<file path="config.mk">
export PLATFORM = sky130hd
export DESIGN_NAME = ahb3lite_cmd_master_flat
export DESIGN_NICKNAME = d
export VERILOG_FILES = /design/src/rtl/ahb3lite_pkg.sv /design/src/rtl/ahb3lite_cmd_master_if.sv /design/src/rtl/ahb3lite_cmd_master.sv /design/src/flat_wrapper.sv
export SDC_FILE = /design/constraint.sdc
export NUM_CORES = 1
export LEC_CHECK = 0
export CORE_ASPECT_RATIO = 0.7
export CORE_MARGIN = 1.5
export CORE_UTILIZATION = 39
export CTS_CLUSTER_DIAMETER = 150
export DETAILED_ROUTE_END_ITERATION = 7
export GPL_ROUTABILITY_DRIVEN = 0
export PLACE_DENSITY_LB_ADDON = 0.2
export SLEW_MARGIN = 15
export SYNTH_ARGS = -nofsm -noshare
export SYNTH_HDL_FRONTEND = slang
export SYNTH_SLANG_ARGS = --single-unit
</file>
<file path="constraint.sdc">
create_clock -name CLK -period 1.16 [get_ports CLK]
set_input_delay 0.174 -clock CLK [delete_from_list [all_inputs] [get_ports CLK]]
set_output_delay 0.174 -clock CLK [all_outputs]
set_load 0.03 [all_outputs]
</file>
<file path="src/rtl/ahb3lite_pkg.sv">
// Shared AHB3-lite encodings for masters and slaves on the generated interconnect.
package ahb3lite_pkg;

  typedef enum logic [1:0] {
    HTRANS_IDLE   = 2'b00,
    HTRANS_BUSY   = 2'b01,
    HTRANS_NONSEQ = 2'b10,
    HTRANS_SEQ    = 2'b11
  } htrans_e;

  typedef enum logic [2:0] {
    HSIZE_BYTE  = 3'b000,
    HSIZE_HWORD = 3'b001,
    HSIZE_WORD  = 3'b010
  } hsize_e;

  localparam logic [2:0] HBURST_SINGLE = 3'b000;
  localparam logic       HRESP_OKAY    = 1'b0;
  localparam logic       HRESP_ERROR   = 1'b1;

  // Only byte/half/word transfers exist on a 32-bit bus; larger encodings fold to word.
  function automatic logic [2:0] clamp_size(logic [2:0] s);
    return (s > HSIZE_WORD) ? HSIZE_WORD : s;
  endfunction

endpackage

</file>
<file path="src/rtl/ahb3lite_cmd_master_if.sv">
// Command stream plus AHB3-lite master-side bus bundle for ahb3lite_cmd_master.
interface ahb3lite_cmd_master_if #(
  parameter int HADDR_SIZE = 32,
  parameter int HDATA_SIZE = 32
) ();
  logic                  cmd_valid;
  logic                  cmd_ready;
  logic                  cmd_write;
  logic [HADDR_SIZE-1:0] cmd_addr;
  logic [2:0]            cmd_size;
  logic [HDATA_SIZE-1:0] cmd_wdata;
  logic                  rsp_valid;
  logic                  rsp_err;
  logic [HDATA_SIZE-1:0] rsp_rdata;
  logic                  busy;
  logic [HADDR_SIZE-1:0] HADDR;
  logic [HDATA_SIZE-1:0] HWDATA;
  logic [1:0]            HTRANS;
  logic [2:0]            HSIZE;
  logic [2:0]            HBURST;
  logic [3:0]            HPROT;
  logic                  HWRITE;
  logic                  HMASTLOCK;
  logic [HDATA_SIZE-1:0] HRDATA;
  logic                  HRESP;
  logic                  HREADY;

  modport master (
    input  cmd_valid, cmd_write, cmd_addr, cmd_size, cmd_wdata, HRDATA, HRESP, HREADY,
    output cmd_ready, rsp_valid, rsp_err, rsp_rdata, busy,
           HADDR, HWDATA, HTRANS, HSIZE, HBURST, HPROT, HWRITE, HMASTLOCK
  );

  modport slave (
    output cmd_valid, cmd_write, cmd_addr, cmd_size, cmd_wdata, HRDATA, HRESP, HREADY,
    input  cmd_ready, rsp_valid, rsp_err, rsp_rdata, busy,
           HADDR, HWDATA, HTRANS, HSIZE, HBURST, HPROT, HWRITE, HMASTLOCK
  );
endinterface

</file>
<file path="src/rtl/ahb3lite_cmd_master.sv">
// Valid/ready command stream to pipelined single AHB3-lite transfers, one response per command.
module ahb3lite_cmd_master
  import ahb3lite_pkg::*;
#(
  parameter int         HADDR_SIZE = 32,
  parameter int         HDATA_SIZE = 32,
  parameter logic [3:0] HPROT_VAL  = 4'b0011
) (
  input logic                   CLK,
  input logic                   RESET,
  ahb3lite_cmd_master_if.master bus
);

  logic                  a_vld_q, a_vld_d;
  logic                  d_vld_q, d_vld_d;
  logic                  cancel_q, cancel_d;
  logic                  hwrite_q, hwrite_d;
  logic                  d_write_q, d_write_d;
  logic [2:0]            hsize_q, hsize_d;
  logic [HADDR_SIZE-1:0] haddr_q, haddr_d;
  logic [HDATA_SIZE-1:0] wdata_q, wdata_d;
  logic [HDATA_SIZE-1:0] hwdata_q, hwdata_d;
  logic                  rsp_valid_q, rsp_valid_d;
  logic                  rsp_err_q, rsp_err_d;
  logic [HDATA_SIZE-1:0] rsp_rdata_q, rsp_rdata_d;

  logic                  accept, advance;
  logic [2:0]            size_eff;
  logic [HADDR_SIZE-1:0] addr_algn;

  always_comb begin
    size_eff  = clamp_size(bus.cmd_size);
    addr_algn = bus.cmd_addr;
    case (size_eff)
      HSIZE_HWORD: addr_algn[0]   = 1'b0;
      HSIZE_WORD:  addr_algn[1:0] = 2'b00;
      default: ;
    endcase
  end

  // While cancelling after an ERROR the address phase must not be consumed by the slave.
  assign bus.cmd_ready = !a_vld_q || (bus.HREADY && !cancel_q);
  assign accept        = bus.cmd_valid && bus.cmd_ready;
  assign advance       = bus.HREADY && a_vld_q && !cancel_q;

  always_comb begin
    a_vld_d     = a_vld_q;
    d_vld_d     = d_vld_q;
    cancel_d    = cancel_q;
    hwrite_d    = hwrite_q;
    d_write_d   = d_write_q;
    hsize_d     = hsize_q;
    haddr_d     = haddr_q;
    wdata_d     = wdata_q;
    hwdata_d    = hwdata_q;
    rsp_rdata_d = rsp_rdata_q;

    if (advance) begin
      d_vld_d   = 1'b1;
      d_write_d = hwrite_q;
      if (hwrite_q) hwdata_d = wdata_q;
    end else if (bus.HREADY) begin
      d_vld_d = 1'b0;
    end

    if (accept) begin
      a_vld_d  = 1'b1;
      haddr_d  = addr_algn;
      hwrite_d = bus.cmd_write;
      hsize_d  = size_eff;
      wdata_d  = bus.cmd_wdata;
    end else if (advance) begin
      a_vld_d = 1'b0;
    end

    // First ERROR cycle arms the cancel; the completing (HREADY) cycle ends it.
    if (bus.HREADY)                       cancel_d = 1'b0;
    else if (d_vld_q && bus.HRESP)        cancel_d = 1'b1;

    rsp_valid_d = d_vld_q && bus.HREADY;
    rsp_err_d   = rsp_valid_d ? bus.HRESP : 1'b0;
    if (rsp_valid_d) rsp_rdata_d = d_write_q ? '0 : bus.HRDATA;
  end

  always_ff @(posedge CLK) begin
    if (RESET) begin
      a_vld_q     <= 1'b0;
      d_vld_q     <= 1'b0;
      cancel_q    <= 1'b0;
      hwrite_q    <= 1'b0;
      d_write_q   <= 1'b0;
      hsize_q     <= '0;
      haddr_q     <= '0;
      wdata_q     <= '0;
      hwdata_q    <= '0;
      rsp_valid_q <= 1'b0;
      rsp_err_q   <= 1'b0;
      rsp_rdata_q <= '0;
    end else begin
      a_vld_q     <= a_vld_d;
      d_vld_q     <= d_vld_d;
      cancel_q    <= cancel_d;
      hwrite_q    <= hwrite_d;
      d_write_q   <= d_write_d;
      hsize_q     <= hsize_d;
      haddr_q     <= haddr_d;
      wdata_q     <= wdata_d;
      hwdata_q    <= hwdata_d;
      rsp_valid_q <= rsp_valid_d;
      rsp_err_q   <= rsp_err_d;
      rsp_rdata_q <= rsp_rdata_d;
    end
  end

  assign bus.HTRANS    = (a_vld_q && !cancel_q) ? HTRANS_NONSEQ : HTRANS_IDLE;
  assign bus.HADDR     = haddr_q;
  assign bus.HWDATA    = hwdata_q;
  assign bus.HWRITE    = hwrite_q;
  assign bus.HSIZE     = hsize_q;
  assign bus.HBURST    = HBURST_SINGLE;
  assign bus.HPROT     = HPROT_VAL;
  assign bus.HMASTLOCK = 1'b0;
  assign bus.rsp_valid = rsp_valid_q;
  assign bus.rsp_err   = rsp_err_q;
  assign bus.rsp_rdata = rsp_rdata_q;
  assign bus.busy      = a_vld_q || d_vld_q;

endmodule
</file>
<file path="src/flat_wrapper.sv">
// flat-port wrapper written by rule: the top's interface ports become plain ports
module ahb3lite_cmd_master_flat import ahb3lite_pkg::*;
#(
  parameter int         HADDR_SIZE = 32,
  parameter int         HDATA_SIZE = 32,
  parameter logic [3:0] HPROT_VAL  = 4'b0011
)
  (CLK, RESET, bus_cmd_valid, bus_cmd_write, bus_cmd_addr, bus_cmd_size, bus_cmd_wdata, bus_HRDATA, bus_HRESP, bus_HREADY, bus_cmd_ready, bus_rsp_valid, bus_rsp_err, bus_rsp_rdata, bus_busy, bus_HADDR, bus_HWDATA, bus_HTRANS, bus_HSIZE, bus_HBURST, bus_HPROT, bus_HWRITE, bus_HMASTLOCK);
  ahb3lite_cmd_master_if #(.HADDR_SIZE(HADDR_SIZE), .HDATA_SIZE(HDATA_SIZE)) bus_i ();
  input logic CLK;
  input logic RESET;
  input wire logic [$bits(bus_i.cmd_valid)-1:0] bus_cmd_valid;
  input wire logic [$bits(bus_i.cmd_write)-1:0] bus_cmd_write;
  input wire logic [$bits(bus_i.cmd_addr)-1:0] bus_cmd_addr;
  input wire logic [$bits(bus_i.cmd_size)-1:0] bus_cmd_size;
  input wire logic [$bits(bus_i.cmd_wdata)-1:0] bus_cmd_wdata;
  input wire logic [$bits(bus_i.HRDATA)-1:0] bus_HRDATA;
  input wire logic [$bits(bus_i.HRESP)-1:0] bus_HRESP;
  input wire logic [$bits(bus_i.HREADY)-1:0] bus_HREADY;
  output wire logic [$bits(bus_i.cmd_ready)-1:0] bus_cmd_ready;
  output wire logic [$bits(bus_i.rsp_valid)-1:0] bus_rsp_valid;
  output wire logic [$bits(bus_i.rsp_err)-1:0] bus_rsp_err;
  output wire logic [$bits(bus_i.rsp_rdata)-1:0] bus_rsp_rdata;
  output wire logic [$bits(bus_i.busy)-1:0] bus_busy;
  output wire logic [$bits(bus_i.HADDR)-1:0] bus_HADDR;
  output wire logic [$bits(bus_i.HWDATA)-1:0] bus_HWDATA;
  output wire logic [$bits(bus_i.HTRANS)-1:0] bus_HTRANS;
  output wire logic [$bits(bus_i.HSIZE)-1:0] bus_HSIZE;
  output wire logic [$bits(bus_i.HBURST)-1:0] bus_HBURST;
  output wire logic [$bits(bus_i.HPROT)-1:0] bus_HPROT;
  output wire logic [$bits(bus_i.HWRITE)-1:0] bus_HWRITE;
  output wire logic [$bits(bus_i.HMASTLOCK)-1:0] bus_HMASTLOCK;
  assign bus_i.cmd_valid = bus_cmd_valid;
  assign bus_i.cmd_write = bus_cmd_write;
  assign bus_i.cmd_addr = bus_cmd_addr;
  assign bus_i.cmd_size = bus_cmd_size;
  assign bus_i.cmd_wdata = bus_cmd_wdata;
  assign bus_i.HRDATA = bus_HRDATA;
  assign bus_i.HRESP = bus_HRESP;
  assign bus_i.HREADY = bus_HREADY;
  assign bus_cmd_ready = bus_i.cmd_ready;
  assign bus_rsp_valid = bus_i.rsp_valid;
  assign bus_rsp_err = bus_i.rsp_err;
  assign bus_rsp_rdata = bus_i.rsp_rdata;
  assign bus_busy = bus_i.busy;
  assign bus_HADDR = bus_i.HADDR;
  assign bus_HWDATA = bus_i.HWDATA;
  assign bus_HTRANS = bus_i.HTRANS;
  assign bus_HSIZE = bus_i.HSIZE;
  assign bus_HBURST = bus_i.HBURST;
  assign bus_HPROT = bus_i.HPROT;
  assign bus_HWRITE = bus_i.HWRITE;
  assign bus_HMASTLOCK = bus_i.HMASTLOCK;
  ahb3lite_cmd_master #(.HADDR_SIZE(HADDR_SIZE), .HDATA_SIZE(HDATA_SIZE), .HPROT_VAL(HPROT_VAL)) u_core (.CLK(CLK), .RESET(RESET), .bus(bus_i));
endmodule
</file>
# [Yosys cells after proc, flatten, opt, wreduce, memory -nomap -nowiden]
# Cells that the tools add are included.
[classes] magnitude_cmp=1 n_eq_ne=2 muxes=9 bitwise=1 reduce_logical=17
[ops] op="$mux W32" n=1
[ops] op="$logic_and A1 B1 Y1" n=7
[ops] op="$mux W1" n=6
[ops] op="$reduce_or A2 Y1" n=3
[ops] op="$reduce_bool A2 Y1" n=2
[ops] op="$eq A3 B1 Y1 const B" n=1
[ops] op="$eq A3 B2 Y1 const B" n=1
[ops] op="$gt A3 B2 Y1 const B" n=1
[ops] op="$mux W3" n=1
[ops] op="$logic_not A1 Y1" n=2
[ops] op="$logic_or A1 B1 Y1" n=2
[ops] op="$mux W2" n=1
[ops] op="$reduce_and A2 Y1" n=1
[ops] op="$not A1 Y1" n=1
[totals] regBits=138 input_bits=105 wordCells=42

# [Logic depth before layout (Yosys ltp)]
[depth] ltp_word=5 ltp_mapped=6 depth_no_buf=3

# [Worst setup path before layout]
# OpenSTA, ideal clock, no wires.
[synth_path] path_kind="register to register" from="reg u_core.hwrite_q, in the netlist u_core.bus.HWRITE" to="reg u_core.hwdata_q[10], in the netlist u_core.bus.HWDATA[10]" setup_time_ns=0.069 t_arrival_ns=1.163 t_required_ns=1.091 setup_slack_ns=-0.072 path_stages_with_launch=6 n_path_buf=2 synth_period_minus_slack_ns=1.232 path_cell_list="dfxtp_1 -> and4b_1 -> buf_6 -> buf_12 -> nand2_1 -> a21oi_2"
[synth_between] elab_chain_cells=1
[synth_lines] item="from (decl)" line_no="ahb3lite_cmd_master.sv:17" source="logic hwrite_q, hwrite_d;"
[synth_lines] item="from (signal assigned)" line_no="ahb3lite_cmd_master.sv:103" source="hwrite_q <= hwrite_d;"
[synth_lines] item="$reduce_and A2 Y1 (no source line)"
[synth_lines] item="to (signal assigned)" line_no="ahb3lite_cmd_master.sv:108" source="hwdata_q <= hwdata_d;"
[synth_lines] item="to (decl)" line_no="ahb3lite_cmd_master.sv:22" source="logic [HDATA_SIZE-1:0] hwdata_q, hwdata_d;"
# No other way between the ends.
# A chain may end at the register's enable or synchronous reset.

# [Worst setup path in the final report]
[layout_path] from="reg u_core.a_vld_q" to="out bus_busy"
[layout_between] elab_chain_cells=1
[layout_lines] item="from (decl)" line_no="ahb3lite_cmd_master.sv:14" source="logic a_vld_q, a_vld_d;"
[layout_lines] item="from (signal assigned)" line_no="ahb3lite_cmd_master.sv:100" source="a_vld_q <= a_vld_d;"
[layout_lines] item="$logic_or A1 B1 Y1" line_no="ahb3lite_cmd_master.sv:126" source="assign bus.busy = a_vld_q || d_vld_q;"
[layout_lines] item="to (decl)" line_no="flat_wrapper.sv:24" source="output wire logic [$bits(bus_i.busy)-1:0] bus_busy;"
# No other way between the ends.

==> impl_metrics.json <==
{
  "status": "finished with violations",
  "violations": "negative setup slack",
  "setup_violations": 99,
  "die_w_um": 142,
  "worstPathArrival_ps": 1210,
  "n_antenna_cell": 0,
  "min-delay-path-class": "in -> reg",
  "cts_sinks": 138,
  "max_stage_delay_ps": 350,
  "routed_wl_um": 14000,
  "pwr-share-comb_pct": 13.2,
  "cts-buffers-inserted": 17,
  "power.internal_mw": 9.16,
  "power_density_mw_per_mm2": 1440,
  "drive_gt1_share_pct": 31.0,
  "avgSynthCellArea_um2": 9.65,
  "fmax_mhz": 721,
  "finalNetCount": 879,
  "hold_viol_final": 0,
  "crit_chain": "buf_6 -> or2_4 -> buf_6",
  "worst-path-max-fanout": 3,
  "wl_per_cell_um": 14.7,
  "start_kind": "flop",
  "hold_slack_ps": 225,
  "drt.antenna.violating_nets": 0,
  "cts_tree": "built",
  "ys_ff_latch": 138,
  "core_area_mm2": 0.0131,
  "grt_antenna_before_repair": 0,
  "synth_seq_area_share_pct": 52.6,
  "stdcell_area_mm2": 0.00841,
  "drt_first_pass_iters": 4,
  "drt_iter0_drc": 131,
  "synth_edf_count": 0,
  "die_area_mm2": 0.0142,
  "syn-instance-count": 544,
  "final_core_util_pct": 64.0,
  "synthArstFlopShare_pct": 0,
  "crit_path_top_delay_cell": "dfxtp_4",
  "required_ps": 990,
  "synth_area_mm2": 0.00525,
  "cp_common_cell": "buf_6",
  "grt_pass1_wl_um": 21700,
  "post_dp_cell_area_mm2": 0.00737,
  "vias": 4565,
  "numPortBuffers": 209,
  "path_class": "reg -> out",
  "switching_share_pct": 24.4,
  "slew_viol_final": 0,
  "cellLeakagePower_nw": 3.60,
  "area_growth_pct": 60.3,
  "grt_pass1_vias": 4477,
  "cts-root-buf": "clkbuf_16",
  "finalCritPeriodShare_pct": 120,
  "ios": 219,
  "setup_ws_ps": -227,
  "row_count": 35,
  "synth_flop_cell": "dfxtp_1",
  "cts_max_level": 4,
  "dp.cells": 910,
  "clk_latency_ps": 410,
  "track_usage_pct": 19.4,
  "p_sw_mw": 2.95,
  "power_mw": 12.1,
  "grt_max_degree": 43,
  "viasPerCell": 4.79,
  "dp.final_hpwl_um": 9600,
  "initial_core_util_pct": 40.0,
  "peakVddDrop_mv": 1.10,
  "postCtsHoldBufs": 0,
  "cap_viol_max_count": 0,
  "regArea_mm2": 0.00278,
  "cts.path.max_buffers": 2,
  "die_y_um": 100,
  "fin_skew_ps": 9.85,
  "share_seq_of_total_power_pct": 41.6,
  "setup_tns_ps": -9680,
  "multi_input_area_mm2": 0.00227,
  "clk_pin_slew_ps": 60,
  "final_cells": 953,
  "dp_slack_ps": -492,
  "rsz0062_at_grt": "yes",
  "nFillCells": 1029,
  "layout_min_cycle_time_ps": 1390,
  "yosysWarnings": 0,
  "endpoint_kind": "output port",
  "netlist-cell-type-count": 31,
  "grt_overflow": 0,
  "p_clk_share_pct": 45.2,
  "drc": 0
}
-- metal layers --
| metal | routed length, µm | track usage, % | up-vias |
|---|---|---|---|
| li1 | - | - | 2250 |
| met4 | 215 | 6.58 | 0 |
| met2 | 6690 | 32.6 | 163 |
| met5 | 0 | 0 | - |
| met3 | 985 | 6.58 | 18 |
| met1 | 6090 | 23.4 | 2134 |
-- power by group through the flow --
stage	logic [mW]	registers, mW	clock network, mW
global route	1.70	5.05	5.80
finish	1.60	5.03	5.47
detailed placement	1.47	5.13	0
floorplan	0.600	5.32	0
global placement	1.45	5.13	0
CTS	1.63	5.03	5.58
-- flip-flops by register name (all words and copies together) (netlist names) --
name and flops:
u_core.cancel_q 1, u_core.bus.rsp_rdata 32, u_core.bus.HWRITE 1, u_core.bus.HSIZE 3
u_core.d_write_q 1, u_core.a_vld_q 1, u_core.bus.HWDATA 32, u_core.bus.rsp_err 1
u_core.bus.HADDR 32, u_core.d_vld_q 1, u_core.bus.rsp_valid 1, u_core.wdata_q 32
-- worst max-delay path, delay by kind of cell (launching register included) --
family | cells | cell delay (ps)
flip-flops | 1 | 350
buffers and inverters | 2 | 250
AND/OR/NAND/NOR | 1 | 220
-- worst paths after layout --
check             cells after the start                                 end                               start  slack (ps)
setup / recovery                      3                            bus_busy         u_core.a_vld_q$_SDFFE_PP0P_        -230
hold / removal                        4    u_core.bus.HADDR[0]$_SDFFE_PP0P_                               RESET         230
setup reg to reg                      6   u_core.bus.HADDR[26]$_SDFFE_PP0P_        u_core.cancel_q$_SDFFE_PP0P_        -200
hold reg to reg                       2  u_core.bus.HWDATA[22]$_SDFFE_PP0P_  u_core.bus.HWDATA[22]$_SDFFE_PP0P_         450
-- final cells by class --
cell class / count / share of cell area [%]
Sequential cell: 138 / 33.0
Timing Repair Buffer: 252 / 30.2
Multi-Input combinational cell: 363 / 27.0
Clock buffer: 18 / 5.10
Tap cell: 166 / 2.47
Clock inverter: 14 / 2.04
Inverter: 2 / 0.149
-- placed cells by master (no fill, tap or decap), drive strengths merged, types with 2 or more instances in the layout --
cell / Yosys / routed
clkinv: 0 / 6
nand3: 3 / 3
nor2: 6 / 6
nand2b: 2 / 2
inv: 2 / 4
clkinvlp: 0 / 3
dfxtp: 138 / 138
clkdlybuf4s50: 0 / 102
bufinv: 0 / 3
nand2: 195 / 195
mux2i: 66 / 66
buf: 45 / 149
a22o: 32 / 32
nor3: 2 / 2
conb: 2 / 9
a21oi: 37 / 37
clkbuf: 3 / 18
-- cell usage after synthesis (2+ instances only) --
master | count | area (µm²)
clkbuf_1 | 3 | 11.3
a22o_1 | 32 | 280
conb_1 | 2 | 7.51
mux2i_1 | 66 | 661
nand3_1 | 3 | 15.0
dfxtp_1 | 138 | 2760
a21oi_1 | 32 | 160
nand2_1 | 195 | 732
buf_2 | 18 | 90.1
buf_4 | 16 | 120
nor2_1 | 6 | 22.5
a21oi_2 | 5 | 43.8
buf_12 | 10 | 200
-- cell families (layout without fill, tap and decap cells) --
logic type / Yosys count / in the layout / synth area share (%)
simple gates: 215 / 215 / 16.4
flops: 138 / 138 / 52.6
compound gates: 73 / 73 / 9.87
mux: 66 / 66 / 12.6
buf+inv: 50 / 286 / 8.39
other cells: 2 / 9 / 0.143
-- what timing repair did --
item                       4_1_cts  5_1_grt
gates resized for setup         54       36
pin swaps                       15        5
gates cloned                     6        0
setup endpoints to repair      137      140
buffers inserted                10        1
Note: power is estimated with default switching activity, not from simulation.
